--- src/rtl/sap1_pkg.sv ---
// Shared SAP-1 definitions: ALU opcode width and encodings.
package sap1_pkg;

  localparam int OPCODE_W = 4;

  localparam logic [OPCODE_W-1:0] ALU_NOP   = 4'h0;
  localparam logic [OPCODE_W-1:0] ALU_RESET = 4'h1;
  localparam logic [OPCODE_W-1:0] ALU_REGA  = 4'h2;
  localparam logic [OPCODE_W-1:0] ALU_ADD   = 4'h3;
  localparam logic [OPCODE_W-1:0] ALU_SUB   = 4'h4;
  localparam logic [OPCODE_W-1:0] ALU_AND   = 4'h5;
  localparam logic [OPCODE_W-1:0] ALU_OR    = 4'h6;
  localparam logic [OPCODE_W-1:0] ALU_XOR   = 4'h7;
  localparam logic [OPCODE_W-1:0] ALU_NOT   = 4'h8;
  localparam logic [OPCODE_W-1:0] ALU_SHL   = 4'h9;
  localparam logic [OPCODE_W-1:0] ALU_SHR   = 4'hA;
  localparam logic [OPCODE_W-1:0] ALU_OUT   = 4'hB;

endpackage

--- src/rtl/alu_core.sv ---
// Combinational ALU datapath: next accumulator value and next carry/borrow flag.
// Opcodes that do not touch ACC (NOP, REGA, OUT, reserved) pass the current state through.
module alu_core
  import sap1_pkg::*;
#(
  parameter int DATA_WIDTH = 8
) (
  input  logic [DATA_WIDTH-1:0] i_acc,
  input  logic [DATA_WIDTH-1:0] i_a,
  input  logic                  i_ovf,
  input  logic [OPCODE_W-1:0]   i_opcode,
  output logic [DATA_WIDTH-1:0] o_acc_next,
  output logic                  o_ovf_next
);

  logic [DATA_WIDTH:0] w_sum;

  assign w_sum = {1'b0, i_acc} + {1'b0, i_a};

  // Opcode decode; hold is the default so only ACC-modifying ops are listed.
  always_comb begin
    o_acc_next = i_acc;
    o_ovf_next = i_ovf;
    case (i_opcode)
      ALU_RESET: begin
        o_acc_next = '0;
        o_ovf_next = 1'b0;
      end
      ALU_ADD: {o_ovf_next, o_acc_next} = w_sum;
      ALU_SUB: begin
        o_acc_next = i_acc - i_a;
        o_ovf_next = (i_a > i_acc);
      end
      ALU_AND: begin
        o_acc_next = i_acc & i_a;
        o_ovf_next = 1'b0;
      end
      ALU_OR: begin
        o_acc_next = i_acc | i_a;
        o_ovf_next = 1'b0;
      end
      ALU_XOR: begin
        o_acc_next = i_acc ^ i_a;
        o_ovf_next = 1'b0;
      end
      ALU_NOT: begin
        o_acc_next = ~i_acc;
        o_ovf_next = 1'b0;
      end
      ALU_SHL: {o_ovf_next, o_acc_next} = {i_acc, 1'b0};
      ALU_SHR: begin
        o_acc_next = {1'b0, i_acc[DATA_WIDTH-1:1]};
        o_ovf_next = i_acc[0];
      end
      default: ;
    endcase
  end

endmodule

--- src/rtl/alu.sv ---
// SAP-1 accumulator ALU: owns operand A, ACC, carry/borrow flag and the output register.
module alu
  import sap1_pkg::*;
#(
  parameter int DATA_WIDTH = 8
) (
  input  logic                  clk,
  input  logic                  a_reset_n,
  input  logic [DATA_WIDTH-1:0] data_in,
  input  logic [OPCODE_W-1:0]   opcode,
  output logic                  acc_overflow,
  output logic                  acc_zero,
  output logic [DATA_WIDTH-1:0] data_out
);

  logic [DATA_WIDTH-1:0] r_a;
  logic [DATA_WIDTH-1:0] r_acc;
  logic [DATA_WIDTH-1:0] r_data_out;
  logic                  r_ovf;
  logic [DATA_WIDTH-1:0] w_acc_next;
  logic                  w_ovf_next;

  alu_core #(.DATA_WIDTH(DATA_WIDTH)) u_core (
    .i_acc      (r_acc),
    .i_a        (r_a),
    .i_ovf      (r_ovf),
    .i_opcode   (opcode),
    .o_acc_next (w_acc_next),
    .o_ovf_next (w_ovf_next)
  );

  // Operand register, loaded only by REGA.
  always_ff @(posedge clk or negedge a_reset_n) begin
    if (!a_reset_n)              r_a <= '0;
    else if (opcode == ALU_REGA) r_a <= data_in;
  end

  // Accumulator and flag follow the core every cycle; the core holds them for non-ACC ops.
  always_ff @(posedge clk or negedge a_reset_n) begin
    if (!a_reset_n) begin
      r_acc <= '0;
      r_ovf <= 1'b0;
    end else begin
      r_acc <= w_acc_next;
      r_ovf <= w_ovf_next;
    end
  end

  // Output register publishes ACC only on OUT.
  always_ff @(posedge clk or negedge a_reset_n) begin
    if (!a_reset_n)             r_data_out <= '0;
    else if (opcode == ALU_OUT) r_data_out <= r_acc;
  end

  assign acc_zero     = (r_acc == '0);
  assign acc_overflow = r_ovf;
  assign data_out     = r_data_out;

endmodule

--- config.mk ---
export PLATFORM = sky130hd
export DESIGN_NAME = alu
export DESIGN_NICKNAME = d
export VERILOG_FILES = /design/src/rtl/sap1_pkg.sv /design/src/rtl/alu_core.sv /design/src/rtl/alu.sv
export SDC_FILE = /design/constraint.sdc
export NUM_CORES = 1
export LEC_CHECK = 0
export CAP_MARGIN = 15
export CORE_ASPECT_RATIO = 1.1
export CORE_MARGIN = 10
export CORE_UTILIZATION = 55
export CTS_BUF_LIST = sky130_fd_sc_hd__clkbuf_4
export CTS_CLUSTER_DIAMETER = 150
export DETAILED_ROUTE_END_ITERATION = 12
export PLACE_DENSITY = 0.77
export SYNTH_ARGS = -nofsm -noshare
export SYNTH_HDL_FRONTEND = slang
export SYNTH_SLANG_ARGS = --single-unit
--- constraint.sdc ---
create_clock -name clk -period 2.8 [get_ports clk]
set_clock_uncertainty 0.2 [all_clocks]
set_input_delay 0.28 -clock clk [delete_from_list [all_inputs] [get_ports clk]]
set_output_delay 0.28 -clock clk [all_outputs]
set_load 0.005 [all_outputs]
**After elaboration in Yosys (flattened, before gate mapping)**

Index checks and enable logic that the tools add are counted.

- Magnitude comparators: 1
- Mux-type cells: 2
- Bitwise logic cells: 4
- Reductions and logical operators: 4
- $add $sub $neg: 2
- Equality and inequality tests: 11

Operators by type and width:

| cell | number |
|---|---|
| case mux 8 bit (9 select lines) | 1 |
| == test 4 x 3 -> 1 bit, second input constant | 4 |
| == test 4 bit, second input constant | 4 |
| adder 8 x 8 -> 9 bit | 1 |
| nonzero test 9 bit | 1 |
| AND 8 bit | 1 |
| == test 4 x 2 -> 1 bit, second input constant | 2 |
| greater-than comparator 8 bit | 1 |
| logical NOT 8 bit | 1 |
| inverter 8 bit | 1 |
| bitwise OR 8 bit | 1 |
| subtractor 8 bit | 1 |
| bitwise XOR 8 bit | 1 |
| case mux 1 bit (5 select lines) | 1 |
| nonzero test 5 bit | 1 |
| OR reduction 5 bit | 1 |
| == test 4 x 1 -> 1 bit, second input constant | 1 |

- Register bits: 25
- Input port bits: 14
- Output and inout bits: 10
- Word-level logic and storage cells: 28

**Depth between registers and ports, before layout**

- Word-level depth: 3
- Mapped depth: 9
- Mapped depth without buffers: 9

**By module**

A second synthesis with hierarchy kept.

- Cells, all modules: 294
- Area, all modules: 2492.4 um2

Modules (own cells, without submodules):

| module | area each (um2) | times used | cells each |
|---|---|---|---|
| alu_core | 1635.3 | 1 | 248 |
| alu | 857.1 | 1 | 46 |

**Worst setup path after synthesis**

Ideal clock, no wire load.

- Kind: register -> register
- Start: register r_acc[1]
- End: register r_acc[5]
- Period minus slack after synthesis: 2199 ps
- Data arrival time: 1873 ps
- Required time: 2474 ps
- Stages on the path, launching flop included: 7
- Library setup time: 126 ps
- Buffers on the path: 0
- Slack: 601 ps
- Path through: dfrtp_1 > inv_1 > ha_1 > a211oi_1 > o21ai_0 > a211o_1 > a221o_1

- Longest elaborated chain between the ends: 2
- Elaborated cells on any way between the ends: 3

Ends and longest elaborated chain:

| item | RTL line | text |
|---|---|---|
| start: declaration | alu.sv:17 | `logic [DATA_WIDTH-1:0] r_acc;` |
| start signal: assignment | alu.sv:44 | `r_acc <= w_acc_next;` |
| subtractor 8 bit or adder 8 x 8 -> 9 bit (tied branches) | alu_core.sv:31, alu_core.sv:18 |  |
| case mux 8 bit (9 select lines) * | alu_core.sv:24 | `case (i_opcode)` |

Every way passes the cells marked *; elsewhere a longest branch is shown, timed or not.
A chain may end at the register's enable or synchronous reset.

**Final worst setup path**

- Start: register r_acc[5]
- End: register r_acc[7]

Same word-level chain as after synthesis.

==> qor.txt <==
run status: finished, final reports clean
Chip Width: 82.7 microns
first-pass GRT wire length: 11,500 microns
Port Buffer Count: 23
n_diodes: 0
RSZ-0062 raised after global routing: no
Initial Util: 0.559
Initial DRC Count: 360
Hold Crit Class: in2async
clock sinks: 25
via total after detailed routing: 2,401
DR WL met3: 723 microns
Resized cells post-CTS: 0
drt first pass iters: 5
commonest cells in the netlist: 38 x nand2_1, 28 x o21ai_0, 26 x inv_1
critical path launch point type: register
hold slack: 0.0893 ns
CTS clk-pin slew, worst paths: 0.16 ns
fin crit share: 0.908
Synth Area in Compound Gates: 0.320
Root Buffer Master: clkbuf_4
Setup crit end kind: register
EDFF count, synth: 0
DR DRC count: 0
final WL: 6990 microns
share of the synthesized area in the top cell type: 0.263
post-synthesis net count: 333
worst skew pair latency: 0.34 ns
Post-Route Setup TNS: 0 ns
CTS tree: yes
Max IR drop VDD: 0.456 mV
cell taking the most area after synthesis: dfrtp_1
Mean Syn Cell Area: 8.12 sq um
nets@finish: 361
share of layout cells above drive strength 1: 0.103
hold-fix buffers at CTS: 0
simple-gate share of the synthesized area: 0.179
Max-Cap Viols: 0
Site Rows: 25
Hold Vio Cnt, Final: 0
final setup fails: 0
die area: 7360 sq um
top cells by area, synth: dfrtp_1 26%, ha_1 13%, nand2_1 6.0%
Cell variety after synth: 58
postcts setup bufs: 0
Tmin final: 2.54 ns
Async SR Flop Fraction: 1.00
Via-to-Cell Ratio: 6.42
Seq cells post-synth: 25
fin area: 2770 sq um
All-Layer GR Usage: 0.198
number of global-route vias before repair: 2,348
path type of the worst setup path: reg2reg
grt ovf: 0
slew margin rel.: 0.604
initial antenna violation count: 0
largest net degree at the start of global routing: 41
core footprint: 4250 sq um
most common cell in the synthesized netlist: nand2_1
metal2 WL: 3120 microns
Die Ht: 89.0 microns
post-detail-place hpwl: 5170 microns
Leak: 0.00120 uW
CTS Buffer Depth: 2
power density over the cells: 782 nW/um^2
Layout area overhead: 16.5%
predominant post-synthesis flop cell: dfrtp_1
Yosys warnings: 0
slew at the pin closest to its max-slew limit: 0.594 ns
largest family of logic cells by synthesized area: compound AO/OA/AOI/OAI gates
DRT met1 WL: 2890 microns
Gate Count Post-Synth: 293
CP required: 2.84 ns
Post-Syn Area: 2380 sq um
Adder-Cell Fraction of Synth Area: 0.143
Pins Over Slew Limit: 0
H-tree Lvls: 1
RePlAce Congestion: 0.994
CTS buffer count: 3
Max Clk Rate: 0.393 GHz
WL/cell: 18.7 microns
Synth Area in XOR/XNOR: 0.00368
WP data arrival: 2.58 ns
sequential share of the synthesized area: 0.263
top routing layer in use: met4
IO Pins: 24
crit-path max FO: 8
mux share of post-synthesis cell area: 0.00421
dpl cell area: 2740 sq um
antenna-violating nets left: 0
sequential cells by signal, summed over array words and instances (netlist names):
| name | count |
|---|---|
| r_a | 8 |
| data_out | 8 |
| acc_overflow | 1 |
| r_acc | 8 |
metal layers:
metal | vias up | GRT usage
met3 | 21 | 0.0282
met1 | 1117 | 0.260
met4 | 0 | 0.0776
met5 | - | 0
met2 | 145 | 0.317
li1 | 1118 | -
cell families (layout without fill, tap and decap cells):
logic type,after synthesis,after routing
flip-flops,25,25
AND/OR/NAND/NOR,84,84
buffers and inverters,46,73
adder cells (fa/ha/maj),26,26
XOR/XNOR,1,1
AO/OA/AOI/OAI,110,110
multiplexers,1,1
area by class of cell:
| type | count | area (sq um) |
|---|---|---|
| fillers | 390 | 1480 |
| repair buffers | 43 | 405 |
| flip-flops and latches | 25 | 626 |
| well taps | 54 | 67.6 |
| clock buffers | 3 | 22.5 |
| clock inverters | 1 | 5.00 |
| multi-input cells | 222 | 1550 |
| inverters | 26 | 97.6 |
placed cells by master (no fill, tap or decap), types with 3 or more instances in the layout:
master | synthesis | final
nand2_1 | 38 | 38
o21ai_0 | 28 | 28
inv_1 | 26 | 26
dfrtp_1 | 25 | 25
ha_1 | 24 | 24
clkdlybuf4s50_1 | 0 | 23
buf_4 | 0 | 18
a21oi_1 | 13 | 13
nor2_1 | 12 | 12
nor2b_1 | 8 | 8
o211ai_1 | 7 | 7
a31oi_1 | 6 | 6
nor3_1 | 5 | 5
a221oi_1 | 5 | 5
o22ai_1 | 5 | 5
nand2b_1 | 4 | 4
a22oi_1 | 4 | 4
nand3_1 | 3 | 3
o221ai_1 | 3 | 3
o21a_1 | 3 | 3
a211oi_1 | 3 | 3
o21ai_1 | 3 | 3
a21o_1 | 3 | 3
a32oi_1 | 3 | 3
clkbuf_4 | 0 | 3
where the power goes:
group / internal (uW) / total [uW] / leakage [uW] / switching (uW)
Sequential: 476 / 589 / 0.000304 / 112
Clock: 53.7 / 179 / 0.0000177 / 125
Combinational: 615 / 1400 / 0.000882 / 784
worst max-delay path: stages, from the launching register on:
cell      delay [ns]
dfrtp_1         0.53
inv_1           0.10
ha_1            0.45
nor2_1          0.16
a221oi_2        0.37
o221ai_1        0.19
a221oi_1        0.34
o21ai_1         0.11
worst paths after layout:
path / from / to / slack, ns / cells after the start
setup / recovery: r_acc[5] / r_acc[7] / 0.26 / 7
hold / removal: a_reset_n / r_a[7] / 0.09 / 2
setup reg to reg: r_acc[5] / r_acc[7] / 0.26 / 7
hold reg to reg: data_out[4] / data_out[4] / 0.30 / 2
max in group asynchronous: a_reset_n / data_out[2] / 2.05 / 2
min in group clk: data_in[4] / r_a[4] / 0.27 / 3
per-stage QoR:
step	cells	power (uW)	setup WS, ns	utilization
after detailed placement	370	1950	0.300	0.645
after floorplan	293	1490	0.601	-
after global routing	374	2340	0.144	0.651
after global placement	370	1940	0.337	0.645
final	374	2170	0.258	0.651
after CTS	374	2130	0.297	0.651
Note: power is estimated with default switching activity, not from simulation.
